<file path="config.mk">
export PLATFORM = sky130hd
export DESIGN_NAME = sprite_draw_scheduler
export DESIGN_NICKNAME = d
export VERILOG_FILES = /design/src/rtl/sprite_draw_scheduler_pkg.sv /design/src/rtl/sprite_draw_scheduler_rr_arbiter.sv /design/src/rtl/sprite_draw_scheduler.sv
export SDC_FILE = /design/constraint.sdc
export NUM_CORES = 1
export LEC_CHECK = 0
export BUFFER_PORTS_ARGS = -buffer_cell sky130_fd_sc_hd__buf_2
export CORE_UTILIZATION = 52
export DETAILED_ROUTE_END_ITERATION = 8
export GPL_ROUTABILITY_DRIVEN = 0
export PLACE_DENSITY = 0.83
export SYNTH_ARGS = -nofsm -noshare
export SYNTH_HDL_FRONTEND = slang
export SYNTH_SLANG_ARGS = --single-unit
</file>
<file path="constraint.sdc">
create_clock -name clock -period 5 [get_ports clock]
set_input_delay 1 -clock clock [delete_from_list [all_inputs] [get_ports clock]]
set_output_delay 1 -clock clock [all_outputs]
set_load 0.1 [all_outputs]
</file>
<file path="src/rtl/sprite_draw_scheduler_pkg.sv">
// Shared sprite/tile constants, FSM encoding and tile-to-pixel helpers.
// Used by the sprite draw scheduler and its round-robin arbiter.
package pacman_defs;

    localparam int TILE_W     = 5;
    localparam int SHAPE_W    = 25;
    localparam int X_TILE_MAX = 26;
    localparam int Y_TILE_MAX = 23;

    typedef enum logic [2:0] {
        ST_IDLE,
        ST_GRANT,
        ST_ERASE,
        ST_DRAW,
        ST_DONE
    } state_e;

    // tile*5 as shift-and-add
    function automatic logic [7:0] tile_px_x(input logic [7:0] t);
        return (t << 2) + t;
    endfunction

    function automatic logic [6:0] tile_px_y(input logic [6:0] t);
        return (t << 2) + t;
    endfunction

endpackage

</file>
<file path="src/rtl/sprite_draw_scheduler_rr_arbiter.sv">
// Combinational round-robin arbiter: search starts at ptr_i and wraps.
// Produces a one-hot grant, the winner index and a valid flag.
module rr_arbiter #(
    parameter int N  = 4,
    parameter int IW = 2
) (
    input  logic [N-1:0]  req_i,
    input  logic [IW-1:0] ptr_i,
    output logic [N-1:0]  gnt_o,
    output logic [IW-1:0] idx_o,
    output logic          valid_o
);

    always_comb begin
        gnt_o   = '0;
        idx_o   = '0;
        valid_o = 1'b0;
        for (int k = 0; k < N; k++) begin
            if (!valid_o && req_i[(int'(ptr_i) + k) % N]) begin
                valid_o = 1'b1;
                idx_o   = IW'((int'(ptr_i) + k) % N);
                gnt_o[(int'(ptr_i) + k) % N] = 1'b1;
            end
        end
    end

endmodule

</file>
<file path="src/rtl/sprite_draw_scheduler.sv">
// Serialises sprite moves from NUM_REQ movers into VGA pixel writes (erase, then draw).
// Optional SPRITE_TRANSPARENT_EN: shape-0 pixels are not plotted during DRAW.
module sprite_draw_scheduler
    import pacman_defs::*;
#(
    parameter int                  NUM_REQ   = 4,
    parameter int                  COLOUR_W  = 3,
    parameter logic [COLOUR_W-1:0] BG_COLOUR = '0
) (
    input  logic                         clock,
    input  logic                         reset,
    input  logic [NUM_REQ-1:0]           req,
    input  logic [NUM_REQ*SHAPE_W-1:0]   req_shape,
    input  logic [NUM_REQ*8-1:0]         req_x_old,
    input  logic [NUM_REQ*7-1:0]         req_y_old,
    input  logic [NUM_REQ*8-1:0]         req_x_new,
    input  logic [NUM_REQ*7-1:0]         req_y_new,
    input  logic [NUM_REQ*COLOUR_W-1:0]  req_colour,
    output logic [NUM_REQ-1:0]           ack,
    output logic                         busy,
    output logic [7:0]                   vga_x,
    output logic [6:0]                   vga_y,
    output logic [COLOUR_W-1:0]          vga_colour,
    output logic                         vga_plot
);

    localparam int IW = (NUM_REQ > 1) ? $clog2(NUM_REQ) : 1;

    state_e               state_q, state_d;
    logic [IW-1:0]        ptr_q, ptr_d, id_q, id_d;
    logic [NUM_REQ-1:0]   gnt_q, gnt_d, ack_q, ack_d;
    logic [SHAPE_W-1:0]   shape_q, shape_d;
    logic [COLOUR_W-1:0]  colour_q, colour_d, vc_q, vc_d;
    logic [7:0]           ox_q, ox_d, nx_q, nx_d, vx_q, vx_d;
    logic [6:0]           oy_q, oy_d, ny_q, ny_d, vy_q, vy_d;
    logic [2:0]           row_q, row_d, col_q, col_d;
    logic                 plot_q, plot_d;

    logic [NUM_REQ-1:0]   win_gnt;
    logic [IW-1:0]        win_idx;
    logic                 win_valid;

    rr_arbiter #(.N(NUM_REQ), .IW(IW)) u_arb (
        .req_i   (req),
        .ptr_i   (ptr_q),
        .gnt_o   (win_gnt),
        .idx_o   (win_idx),
        .valid_o (win_valid)
    );

    logic [SHAPE_W-1:0]  w_shape;
    logic [COLOUR_W-1:0] w_col;
    logic [7:0]          w_xo, w_xn;
    logic [6:0]          w_yo, w_yn;
    logic                w_oob, w_same;

    assign w_shape = req_shape[win_idx*SHAPE_W +: SHAPE_W];
    assign w_col   = req_colour[win_idx*COLOUR_W +: COLOUR_W];
    assign w_xo    = req_x_old[win_idx*8 +: 8];
    assign w_xn    = req_x_new[win_idx*8 +: 8];
    assign w_yo    = req_y_old[win_idx*7 +: 7];
    assign w_yn    = req_y_new[win_idx*7 +: 7];
    assign w_oob   = (w_xo > 8'(X_TILE_MAX)) || (w_xn > 8'(X_TILE_MAX))
                  || (w_yo > 7'(Y_TILE_MAX)) || (w_yn > 7'(Y_TILE_MAX));
    assign w_same  = (w_xo == w_xn) && (w_yo == w_yn);

    // Row/column walk of the 5x5 tile replaces p/5 and p%5
    logic       col_end, last;
    logic [2:0] row_nx, col_nx;

    assign col_end = (col_q == 3'(TILE_W - 1));
    assign last    = col_end && (row_q == 3'(TILE_W - 1));
    assign col_nx  = col_end ? 3'd0 : col_q + 3'd1;
    assign row_nx  = last ? 3'd0 : (col_end ? row_q + 3'd1 : row_q);

    always_comb begin
        state_d  = state_q;
        ptr_d    = ptr_q;
        id_d     = id_q;
        gnt_d    = gnt_q;
        shape_d  = shape_q;
        colour_d = colour_q;
        ox_d     = ox_q;
        oy_d     = oy_q;
        nx_d     = nx_q;
        ny_d     = ny_q;
        row_d    = row_q;
        col_d    = col_q;
        vx_d     = vx_q;
        vy_d     = vy_q;
        vc_d     = vc_q;
        plot_d   = 1'b0;
        ack_d    = '0;
        unique case (state_q)
            ST_IDLE: begin
                if (|req) state_d = ST_GRANT;
            end
            ST_GRANT: begin
                if (win_valid) begin
                    id_d     = win_idx;
                    gnt_d    = win_gnt;
                    shape_d  = w_shape;
                    colour_d = w_col;
                    ox_d     = tile_px_x(w_xo);
                    oy_d     = tile_px_y(w_yo);
                    nx_d     = tile_px_x(w_xn);
                    ny_d     = tile_px_y(w_yn);
                    row_d    = '0;
                    col_d    = '0;
                    if (w_oob)       state_d = ST_DONE;
                    else if (w_same) state_d = ST_DRAW;
                    else             state_d = ST_ERASE;
                end else begin
                    state_d = ST_IDLE;
                end
            end
            ST_ERASE: begin
                plot_d = 1'b1;
                vx_d   = ox_q + {5'd0, col_q};
                vy_d   = oy_q + {4'd0, row_q};
                vc_d   = BG_COLOUR;
                row_d  = row_nx;
                col_d  = col_nx;
                if (last) state_d = ST_DRAW;
            end
            ST_DRAW: begin
`ifdef SPRITE_TRANSPARENT_EN
                plot_d = shape_q[SHAPE_W-1];
`else
                plot_d = 1'b1;
`endif
                vx_d    = nx_q + {5'd0, col_q};
                vy_d    = ny_q + {4'd0, row_q};
                vc_d    = shape_q[SHAPE_W-1] ? colour_q : BG_COLOUR;
                shape_d = shape_q << 1;
                row_d   = row_nx;
                col_d   = col_nx;
                if (last) state_d = ST_DONE;
            end
            ST_DONE: begin
                ack_d   = gnt_q;
                ptr_d   = (id_q == IW'(NUM_REQ - 1)) ? '0 : id_q + 1'b1;
                state_d = ST_IDLE;
            end
            default: state_d = ST_IDLE;
        endcase
    end

    always_ff @(posedge clock or posedge reset) begin
        if (reset) begin
            state_q  <= ST_IDLE;
            ptr_q    <= '0;
            id_q     <= '0;
            gnt_q    <= '0;
            shape_q  <= '0;
            colour_q <= '0;
            ox_q     <= '0;
            oy_q     <= '0;
            nx_q     <= '0;
            ny_q     <= '0;
            row_q    <= '0;
            col_q    <= '0;
            vx_q     <= '0;
            vy_q     <= '0;
            vc_q     <= '0;
            plot_q   <= 1'b0;
            ack_q    <= '0;
        end else begin
            state_q  <= state_d;
            ptr_q    <= ptr_d;
            id_q     <= id_d;
            gnt_q    <= gnt_d;
            shape_q  <= shape_d;
            colour_q <= colour_d;
            ox_q     <= ox_d;
            oy_q     <= oy_d;
            nx_q     <= nx_d;
            ny_q     <= ny_d;
            row_q    <= row_d;
            col_q    <= col_d;
            vx_q     <= vx_d;
            vy_q     <= vy_d;
            vc_q     <= vc_d;
            plot_q   <= plot_d;
            ack_q    <= ack_d;
        end
    end

    assign ack        = ack_q;
    assign busy       = (state_q != ST_IDLE);
    assign vga_x      = vx_q;
    assign vga_y      = vy_q;
    assign vga_colour = vc_q;
    assign vga_plot   = plot_q;

endmodule

</file>
==> Word-level counts from Yosys, hierarchy flattened <==
Cells that the tools add are included.
{ "op_classes": {"n_addsub": 14, "mul": 3, "order_cmp": 12, "eq_ne": 14, "shift": 6, "mux": 53, "n_bitwise": 6, "reduce_logical": 30} }
{ "ops": {"columns": ["cell", "n"], "rows": [
  ["100-bit by 8-bit indexed part select with 25-bit output", 1],
  ["32-bit by 6-bit indexed part select with 8-bit output", 2],
  ["28-bit by 6-bit indexed part select with 7-bit output", 2],
  ["25-bit one-hot mux with 2 select lines", 1],
  ["3-bit two-way mux", 10],
  ["25-bit two-way mux", 1],
  ["4-bit two-way mux", 5],
  ["3-bit one-hot mux with 2 select lines", 3],
  ["1-bit two-way mux", 17],
  ["8-bit by 3-bit adder with 8-bit output", 2],
  ["8-bit adder", 2],
  ["8-bit by 5-bit greater-than comparator with 1-bit output (second input constant)", 2],
  ["8-bit one-hot mux with 2 select lines", 1],
  ["7-bit by 3-bit adder with 7-bit output", 2],
  ["7-bit adder", 2],
  ["7-bit by 5-bit greater-than comparator with 1-bit output (second input constant)", 2],
  ["7-bit one-hot mux with 2 select lines", 1],
  ["3-bit by 4-bit < comparator with 1-bit output (second input constant)", 3],
  ["4-bit OR", 3],
  ["3-bit one-hot mux with 4 select lines", 1],
  ["12-bit by 5-bit indexed part select with 3-bit output", 1],
  ["2-bit two-way mux", 5],
  ["3-bit == test (second input constant)", 3],
  ["3-bit by 1-bit >= comparator with 1-bit output (second input constant)", 3],
  ["other kinds (29)", 63]
]} }
{ "totals": {"regBits": 98, "elab_cells": 155} }

==> Longest topological paths before layout <==
Gate-level depths: netlist of the first run.
{ "logic_depth": {"depth_word": 22, "mapped_depth": 22} }

==> Modules after synthesis <==
A second synthesis of the first run with hierarchy kept.
{ "unflattened": {"cells_unflattened": 722, "area_unflattened_um2": 7139.3} }
{ "modules_own_cells": {"columns": ["module", "n_inst", "cells_each", "area_per_inst_um2", "seq_area_each_um2"], "rows": [
  ["sprite_draw_scheduler", 1, 677, 6720.2, 2452.4],
  ["rr_arbiter", 1, 45, 419.2, 0.0]
]} }

==> Worst setup path before layout of the first run <==
OpenSTA, ideal clock, no wires.
{ "synth_path": {"path_type": "register -> register", "start": "register ptr_q[0]", "end": "register ny_q[6]", "setup_ns": 0.133, "arrival_ns": 4.351, "required_time_ns": 4.867, "setup_slack_ns": 0.516, "path_stages_with_launch": 23, "path_buffers": 6, "synth_period_minus_slack_ns": 4.484, "path_cell_list": "dfrtp_1 buf_6 buf_4 inv_1 ha_1 mux4_2 nor2b_4 nor2_2 o21ai_2 buf_6 buf_6 buf_4 clkbuf_1 nand3_1 o21ai_0 inv_1 ha_1 fa_1 a21o_1 a21oi_1 xnor2_1 xnor2_1 o21ai_0"} }
{ "synth_via": {"elab_chain_cells": 15} }
{ "synth_lines": {"columns": ["element", "line_no", "text"], "rows": [
  ["from (decl)", "sprite_draw_scheduler.sv:30", "logic [IW-1:0] ptr_q, ptr_d, id_q, id_d;"],
  ["from (signal assigned)", "sprite_draw_scheduler.sv:170", "ptr_q <= ptr_d;"],
  ["2-bit by 1-bit adder with 2-bit output or 1-bit binary-select mux with 2-bit select (tied branches)", "sprite_draw_scheduler_rr_arbiter.sv:19, sprite_draw_scheduler_rr_arbiter.sv:21", null],
  ["1-bit binary-select mux with 2-bit select or 1-bit two-way mux (tied branches)", "sprite_draw_scheduler_rr_arbiter.sv:19", "if (!valid_o && req_i[(int'(ptr_i) + k) % N]) begin"],
  ["1-bit two-way mux (implied by the code)", "sprite_draw_scheduler_rr_arbiter.sv:19", null],
  ["1-bit two-way mux (implied by the code) or 1-bit zero test (tied branches)", "sprite_draw_scheduler_rr_arbiter.sv:19", null],
  ["1-bit logical AND", "sprite_draw_scheduler_rr_arbiter.sv:19", null],
  ["1-bit two-way mux", "sprite_draw_scheduler_rr_arbiter.sv:19", null],
  ["1-bit zero test", "sprite_draw_scheduler_rr_arbiter.sv:19", null],
  ["1-bit logical AND", "sprite_draw_scheduler_rr_arbiter.sv:19", null],
  ["1-bit two-way mux", "sprite_draw_scheduler_rr_arbiter.sv:19", null],
  ["1-bit zero test", "sprite_draw_scheduler_rr_arbiter.sv:19", null],
  ["1-bit logical AND", "sprite_draw_scheduler_rr_arbiter.sv:19", null],
  ["2-bit two-way mux *", "sprite_draw_scheduler_rr_arbiter.sv:19", null],
  ["2-bit by 3-bit multiplier with 5-bit output *", "sprite_draw_scheduler.sv:62", "assign w_yn = req_y_new[win_idx*7 +: 7];"],
  ["28-bit by 6-bit indexed part select with 7-bit output *", "sprite_draw_scheduler.sv:62", null],
  ["named net w_yn[0]", "sprite_draw_scheduler.sv:54", "logic [6:0] w_yo, w_yn;"],
  ["7-bit adder *", "sprite_draw_scheduler_pkg.sv:24", "return (t << 2) + t;"],
  ["to (signal assigned)", "sprite_draw_scheduler.sv:178", "ny_q <= ny_d;"],
  ["to (decl)", "sprite_draw_scheduler.sv:35", "logic [6:0] oy_q, oy_d, ny_q, ny_d, vy_q, vy_d;"]
]} }
The timed path passes the listed nets; every way through them passes the cells marked *. The select of a mux whose other input is x is not followed.
A chain may end at the register's enable or synchronous reset.

==> Final worst setup path of the first run <==
{ "layout_path": {"start": "register ptr_q[1]", "end": "register ox_q[7]"} }
{ "layout_via": {"elab_chain_cells": 14} }
{ "layout_lines": {"columns": ["element", "line_no", "text"], "rows": [
  ["2-bit by 1-bit adder with 2-bit output or 1-bit binary-select mux with 2-bit select (tied branches)", "sprite_draw_scheduler_rr_arbiter.sv:19, sprite_draw_scheduler_rr_arbiter.sv:21", null],
  ["1-bit binary-select mux with 2-bit select or 1-bit two-way mux (tied branches)", "sprite_draw_scheduler_rr_arbiter.sv:19", null],
  ["1-bit two-way mux (implied by the code)", "sprite_draw_scheduler_rr_arbiter.sv:19", null],
  ["1-bit two-way mux (implied by the code) or 1-bit zero test (tied branches)", "sprite_draw_scheduler_rr_arbiter.sv:19", null],
  ["1-bit logical AND", "sprite_draw_scheduler_rr_arbiter.sv:19", null],
  ["1-bit two-way mux", "sprite_draw_scheduler_rr_arbiter.sv:19", null],
  ["1-bit zero test", "sprite_draw_scheduler_rr_arbiter.sv:19", null],
  ["1-bit logical AND", "sprite_draw_scheduler_rr_arbiter.sv:19", null],
  ["1-bit two-way mux", "sprite_draw_scheduler_rr_arbiter.sv:19", null],
  ["1-bit zero test", "sprite_draw_scheduler_rr_arbiter.sv:19", null],
  ["1-bit logical AND", "sprite_draw_scheduler_rr_arbiter.sv:19", null],
  ["2-bit two-way mux", "sprite_draw_scheduler_rr_arbiter.sv:19", null],
  ["32-bit by 6-bit indexed part select with 8-bit output", "sprite_draw_scheduler.sv:59", "assign w_xo = req_x_old[win_idx*8 +: 8];"],
  ["8-bit adder", "sprite_draw_scheduler_pkg.sv:20", "return (t << 2) + t;"],
  ["to (signal assigned)", "sprite_draw_scheduler.sv:157", "ox_q <= '0;"],
  ["to (signal assigned)", "sprite_draw_scheduler.sv:175", "ox_q <= ox_d;"],
  ["to (decl)", "sprite_draw_scheduler.sv:34", "logic [7:0] ox_q, ox_d, nx_q, nx_d, vx_q, vx_d;"]
]} }
Parallel ways exist; a longest one is shown, timed or not. The select of a mux whose other input is x is not followed.

==> results of run 1 <==
[final timing paths]
check | depth (start not counted) | start | endpoint
setup / recovery | 14 | ptr_q[1]$_DFFE_PP0N_ | ox_q[7]$_DFFE_PP0P_
hold reg to reg | 2 | gnt_q[3]$_DFFE_PP0P_ | gnt_q[3]$_DFFE_PP0P_
setup reg to reg | 14 | ptr_q[1]$_DFFE_PP0N_ | ox_q[7]$_DFFE_PP0P_
max in group asynchronous | 3 | reset | ox_q[5]$_DFFE_PP0P_
hold / removal | 2 | gnt_q[3]$_DFFE_PP0P_ | gnt_q[3]$_DFFE_PP0P_
min in group asynchronous | 2 | reset | shape_q[2]$_DFFE_PP0P_
[logic make-up after synthesis]
logic type                 after synthesis
and+or+nand+nor                        368
muxes                                  104
xor gates and xnor gates                48
DFF                                     98
adders and majority gates               37
buffers and inverters                   77
AOI/OAI and AO/OA                      189
[synth_stat cells, types with 5 or more instances]
cell type / instances / area [sq um]
xnor2_1: 29 / 254
o21ai_0: 80 / 400
nor2_1: 22 / 82.6
mux2i_1: 83 / 831
clkbuf_1: 36 / 135
inv_1: 20 / 75.1
and3_1: 6 / 37.5
nor3_1: 6 / 30.0
dfrtp_1: 98 / 2450
fa_1: 6 / 120
mux2i_2: 5 / 68.8
nand2_1: 266 / 998
buf_4: 5 / 37.5
nand3_1: 39 / 195
a21o_1: 8 / 60.1
buf_6: 7 / 78.8
o22ai_1: 25 / 156
mux2_2: 12 / 135
a21oi_1: 42 / 210
xor2_1: 19 / 166
nand4_1: 5 / 31.3
ha_1: 29 / 363
a22oi_1: 5 / 37.5
[state kept, by name, summed over array words and instances, names as in the netlist]
| register | cells |
|---|---|
| state_q | 3 |
| col_q | 3 |
| ack | 4 |
| shape_q | 25 |
| id_q | 2 |
| colour_q | 3 |
| nx_q | 8 |
| gnt_q | 4 |
| oy_q | 7 |
| vga_y | 7 |
| row_q | 3 |
| ox_q | 8 |
| vga_colour | 3 |
| ny_q | 7 |
| vga_x | 8 |
| ptr_q | 2 |
| vga_plot | 1 |
[where the power goes]
group          switching [mW]  internal (mW)
sequential              0.216           1.11
combinational            3.14           2.15
clock                   0.294          0.450
total                    3.65           3.71
[per-layer routing]
metal | part of all wire, % | wire, um
met5 | 0 | 0
met4 | 2.5 | 512
met3 | 5.6 | 1140
met2 | 47 | 9640
met1 | 44 | 9000
[critical path, stage by stage, from the launching register on]
cell      delay, ns
dfrtp_1        0.48
inv_1          0.10
ha_1           0.39
mux4_2         0.61
nor2b_4        0.20
nor2_2         0.08
o21ai_4        0.33
buf_12         0.34
mux2i_1        0.14
mux2i_1        0.53
ha_1           0.29
a211oi_1       0.07
or3b_1         0.43
a221o_1        0.33
o21ai_1        0.13
[stage by stage]
stage          cells  hold WS (ns)  worst slack [ns]  area, sq um
2_1_floorplan    921         0.442             0.516         7540
3_3_place_gp    1319         0.455             0.500         8910
3_5_place_dp    1319         0.464             0.341         8910
4_1_cts         1334         0.481             0.476         9230
5_1_grt         1335         0.487             0.181         9230
6_report        1335         0.471             0.426         9230
[area by class of cell]
cell class / instances / area [sq um]
timing repair buffer: 275 / 1420
clock inverter: 4 / 76.3
multi-input combinational: 746 / 4730
sequential: 98 / 2450
inverter: 20 / 77.6
tap: 180 / 225
fill: 1242 / 4760
clock buffer: 11 / 243
antenna: 1 / 2.50
==> flow_summary_export.csv, run 1 <==
group,metric,value,unit
grt,grt_max_degree,71,
worst_setup_path,reg2reg_slack,0.43,ns
power,peakVddDrop,610,uV
floorplan,coreArea,14000,sq um
final_layout,final_cell_mix,"nand2_1, buf_2, dfrtp_1, mux2i_1, o21ai_0",
clock_network,cts_setup_buffers,0,
clock_network,cts_max_level,3,
floorplan,dieArea,15000,sq um
sta,setup_violations,0,
routing,vias,7367,
worst_hold_path,hp-class,"flip-flop to flip-flop",
worst_setup_path,arrival,4.84,ns
final_layout,fin_util,66.0,%
sta,max_freq,219,MHz
grt,met1_usage,37.4,%
clock_network,clk_pin_slew_worst_paths,0.06,ns
grt,grt_util_all_layers,27.3,%
grt,grt_pass1_wl,32300,um
logic_synthesis,synth_nets,1194,
routing,drt-vias-per-instance,5.52,
floorplan,core.rowCount,43,
sta,post-route-min-period,4.57,ns
sta,finalSetupTns,0,ns
logic_synthesis,synth-xor-area-share,5.58,%
placed_design,io_buffer_count,261,
logic_synthesis,synthArstFlopShare,100,%
final_layout,areaGrowthSynthToFinish,22.4,%
clock_network,clock_path_buffers,2,
clock_network,ctsResizeCount,0,
routing,dr.pass1.iters,5,
grt,grt_util_met3,4.83,%
logic_synthesis,synth_edf_count,0,
floorplan,start_util,53.9,%
sta,hold_viol,0,
worst_setup_path,end_kind,"flip-flop",
clock_network,cts_inserted_buffers,9,
logic_synthesis,yosys.area_share.adder,6.67,%
clock_network,postCtsHoldBufs,0,
routing,antenna_left,0,
run,maxCapViolations,0,
sta,maxSlewHeadroom,26.8,%
sta,rsz0062_at_grt,"no",
sta,fin_crit_sh,91.5,%
grt,antenna_found_initial,1,
logic_synthesis,synth_mux_area_share,14.9,%
routing,avgRoutedWirePerCell,15.2,um
floorplan,io_pins,262,
worst_setup_path,cp-start-kind,"flip-flop",
logic_synthesis,synth_cell_types,55,
power,static-leakage-power,4.78,nW
worst_setup_path,crit_fanout,51,
worst_setup_path,crit_type,"flip-flop to flip-flop",
grt,use_met2,43.5,%
routing,wl,20300,um
final_layout,final_common_cell,"nand2_1",
run_status,status,"complete, no violations",
clock_network,insertion_delay,0.34,ns
grt,grt_pass1_vias,6707,
logic_synthesis,yosys_register_bits,98,
final_layout,drive_above_1_share,27.7,%
clock_network,cts_sinks,98,
worst_setup_path,crit_required,5.27,ns
floorplan,die_w,122,um
logic_synthesis,synth_flop_cell,"dfrtp_1",
logic_synthesis,syn_area,7540,sq um
logic_synthesis,postSynthAreaPerCell,8.18,sq um
clock_network,root_buffer,"clkbuf_16",
sta,slew_viol_final,0,
logic_synthesis,yosysSeqAreaShare,32.5,%
routing,drc,0,
sta,skew,0.00488,ns
clock_network,cts_tree,"built",
logic_synthesis,synth_top_family_by_area,"simple AND/OR/NAND/NOR gates",
final_layout,layout.nets,1423,
routing,drt_iter0_drc,496,
logic_synthesis,synth_compound_gate_area_share,14.6,%
logic_synthesis,yosys.area_share.simple,20.5,%
power,power.total,7.36,mW
grt,busiest_layer,"met2",
floorplan,die_h,122,um
sta,tightest_slew,1.10,ns
logic_synthesis,yosysWarnings,0,
grt,grt-ovfl-total,0,
power,power.density,798,nW/um^2
logic_synthesis,synthCells,921,
placed_design,hpwlAfterDp,15600,um
(Power assumes the default switching activity.)
==> run 2: changes to the inputs <==
--- a/config.mk
+++ b/config.mk
@@ -6,10 +6,12 @@
 export NUM_CORES = 1
 export LEC_CHECK = 0
 export BUFFER_PORTS_ARGS = -buffer_cell sky130_fd_sc_hd__buf_2
-export CORE_UTILIZATION = 52
+export CELL_PAD_IN_SITES_DETAIL_PLACEMENT = 2
+export CELL_PAD_IN_SITES_GLOBAL_PLACEMENT = 2
+export CORE_UTILIZATION = 29
 export DETAILED_ROUTE_END_ITERATION = 8
 export GPL_ROUTABILITY_DRIVEN = 0
-export PLACE_DENSITY = 0.83
+export PLACE_DENSITY_LB_ADDON = 0.1
 export SYNTH_ARGS = -nofsm -noshare
 export SYNTH_HDL_FRONTEND = slang
 export SYNTH_SLANG_ARGS = --single-unit
==> flow_summary_export.csv, run 2 (synthesis gave the netlist of run 1 again) <==
group,metric,value,unit
run_status,status,"complete, no violations",
floorplan,die_w,163,um
placed_design,io_buffer_count,261,
worst_setup_path,end_kind,"flip-flop",
floorplan,dieArea,26600,sq um
worst_setup_path,path_buf_inv,3,
sta,finalSetupTns,0,ns
routing,drc,0,
routing,antenna_left,0,
sta,whs,0.472,ns
grt,antenna_found_initial,0,
worst_setup_path,crit_fanout,33,
worst_hold_path,hp-class,"flip-flop to flip-flop",
routing,drt_iter0_drc,283,
power,power.density,811,nW/um^2
placed_design,dp_cells,1474,
clock_network,cts_inserted_buffers,9,
grt,grt-ovfl-total,0,
clock_network,cts_sinks,98,
sta,maxSlewHeadroom,38.2,%
routing,dr.pass1.iters,4,
final_layout,stdcell_count,1490,
sta,max_freq,224,MHz
grt,grt_max_degree,67,
final_layout,largest_register_ffs,25,
sta,skew,0.00909,ns
worst_setup_path,crit_type,"flip-flop to flip-flop",
power,power.total,7.68,mW
power,static-leakage-power,4.81,nW
clock_network,postCtsHoldBufs,0,
worst_setup_path,crit_family,"adder cells",
floorplan,start_util,29.8,%
power,peakVddDrop,416,uV
final_layout,final_area,9460,sq um
sta,final.setup.worst_slack,0.529,ns
grt,grt_pass1_vias,7899,
placed_design,dpl_cell_area,9130,sq um
placed_design,hpwlAfterDp,20500,um
sta,fin_crit_sh,89.4,%
sta,hold_viol,0,
floorplan,core.rowCount,58,
final_layout,final_common_cell,"nand2_1",
clock_network,cts_max_level,3,
clock_network,cts_setup_buffers,0,
worst_setup_path,crit_required,5.20,ns
final_layout,antenna_cells,0,
run,maxCapViolations,0,
final_layout,fin_util,37.3,%
final_layout,layout.nets,1428,
worst_setup_path,arrival,4.67,ns
clock_network,cts_tree,"built",
sta,setup_violations,0,
final_layout,final_cell_mix,"nand2_1, buf_2, dfrtp_1, mux2i_1, o21ai_0",
final_layout,top_register,"shape_q",
routing,drt-vias-per-instance,4.99,
worst_setup_path,cpMaxStageDelayCell,"mux4_2",
grt,grt_util_all_layers,19.8,%
routing,vias,7442,
sta,slew_viol_final,0,
worst_setup_path,cp_slowest_stage_delay,0.64,ns
worst_setup_path,cp-start-kind,"flip-flop",
floorplan,coreArea,25300,sq um
clock_network,clock_path_buffers,2,
sta,post-route-min-period,4.47,ns
clock_network,ctsResizeCount,0,
sta,rsz0062_at_grt,"no",
final_layout,areaGrowthSynthToFinish,25.5,%
worst_setup_path,cp_cell_sequence,"inv_1 -> ha_1 -> mux4_2 -> nor2b_4 -> nor2_2 -> o21ai_4 -> buf_12 -> mux2i_1 -> mux2_2 -> inv_1 -> fa_1 -> maj3_1 -> a21oi_1 -> xor2_1 -> o21ai_0",
sta,tightest_slew,0.924,ns
floorplan,die_h,163,um
routing,avgRoutedWirePerCell,17.4,um
grt,grt_pass1_wl,41600,um
final_layout,drive_above_1_share,28.1,%
clock_network,clk_pin_slew_worst_paths,0.07,ns
routing,wl,25900,um
clock_network,root_buffer,"clkbuf_16",
worst_setup_path,crit_top_cell,"inv_1",
clock_network,insertion_delay,0.36,ns
placed_design,dp_slack,0.403,ns
floorplan,io_pins,262,
## run 2: tightest hold or removal path: stages, from the launching register on
cell and delay (ns):
dfrtp_1 0.34, nand2_1 0.05, nand2_1 0.05
## run 2: area by class of cell
| cell class | instances | area, sq um |
|---|---|---|
| clock buffers | 11 | 243 |
| repair buffers | 280 | 1460 |
| clock inverters | 5 | 85.1 |
| well taps | 330 | 413 |
| flip-flops and latches | 98 | 2450 |
| multi-input cells | 746 | 4730 |
| inverters | 20 | 77.6 |
| fillers | 2984 | 15900 |
## run 2: final timing paths
kind                                       from                      to  slack (ns)  depth (start not counted)
max in group asynchronous                 reset    vga_y[6]$_DFFE_PP0P_        3.22                          3
max reg2reg                ptr_q[1]$_DFFE_PP0N_     nx_q[6]$_DFFE_PP0P_        0.53                         15
min                        vga_y[1]$_DFFE_PP0P_    vga_y[1]$_DFFE_PP0P_        0.47                          2
max                        ptr_q[1]$_DFFE_PP0N_     nx_q[6]$_DFFE_PP0P_        0.53                         15
min in group asynchronous                 reset  shape_q[4]$_DFFE_PP0P_        0.81                          2
min reg2reg                vga_y[1]$_DFFE_PP0P_    vga_y[1]$_DFFE_PP0P_        0.47                          2
## run 2: power breakdown
part	switching [mW]	total, mW	internal [mW]
sequential	0.233	1.34	1.11
clock	0.319	0.774	0.455
combinational	3.37	5.56	2.19
## run 2: per-layer routing
metal  global-route usage (%)  vias up  part of all wire, %
li1                         -     3653                    -
met1                     26.7     3619                   47
met2                     33.2      155                   48
met3                     3.73       15                  4.1
met4                     3.06        0                 0.78
met5                        0        -                    0
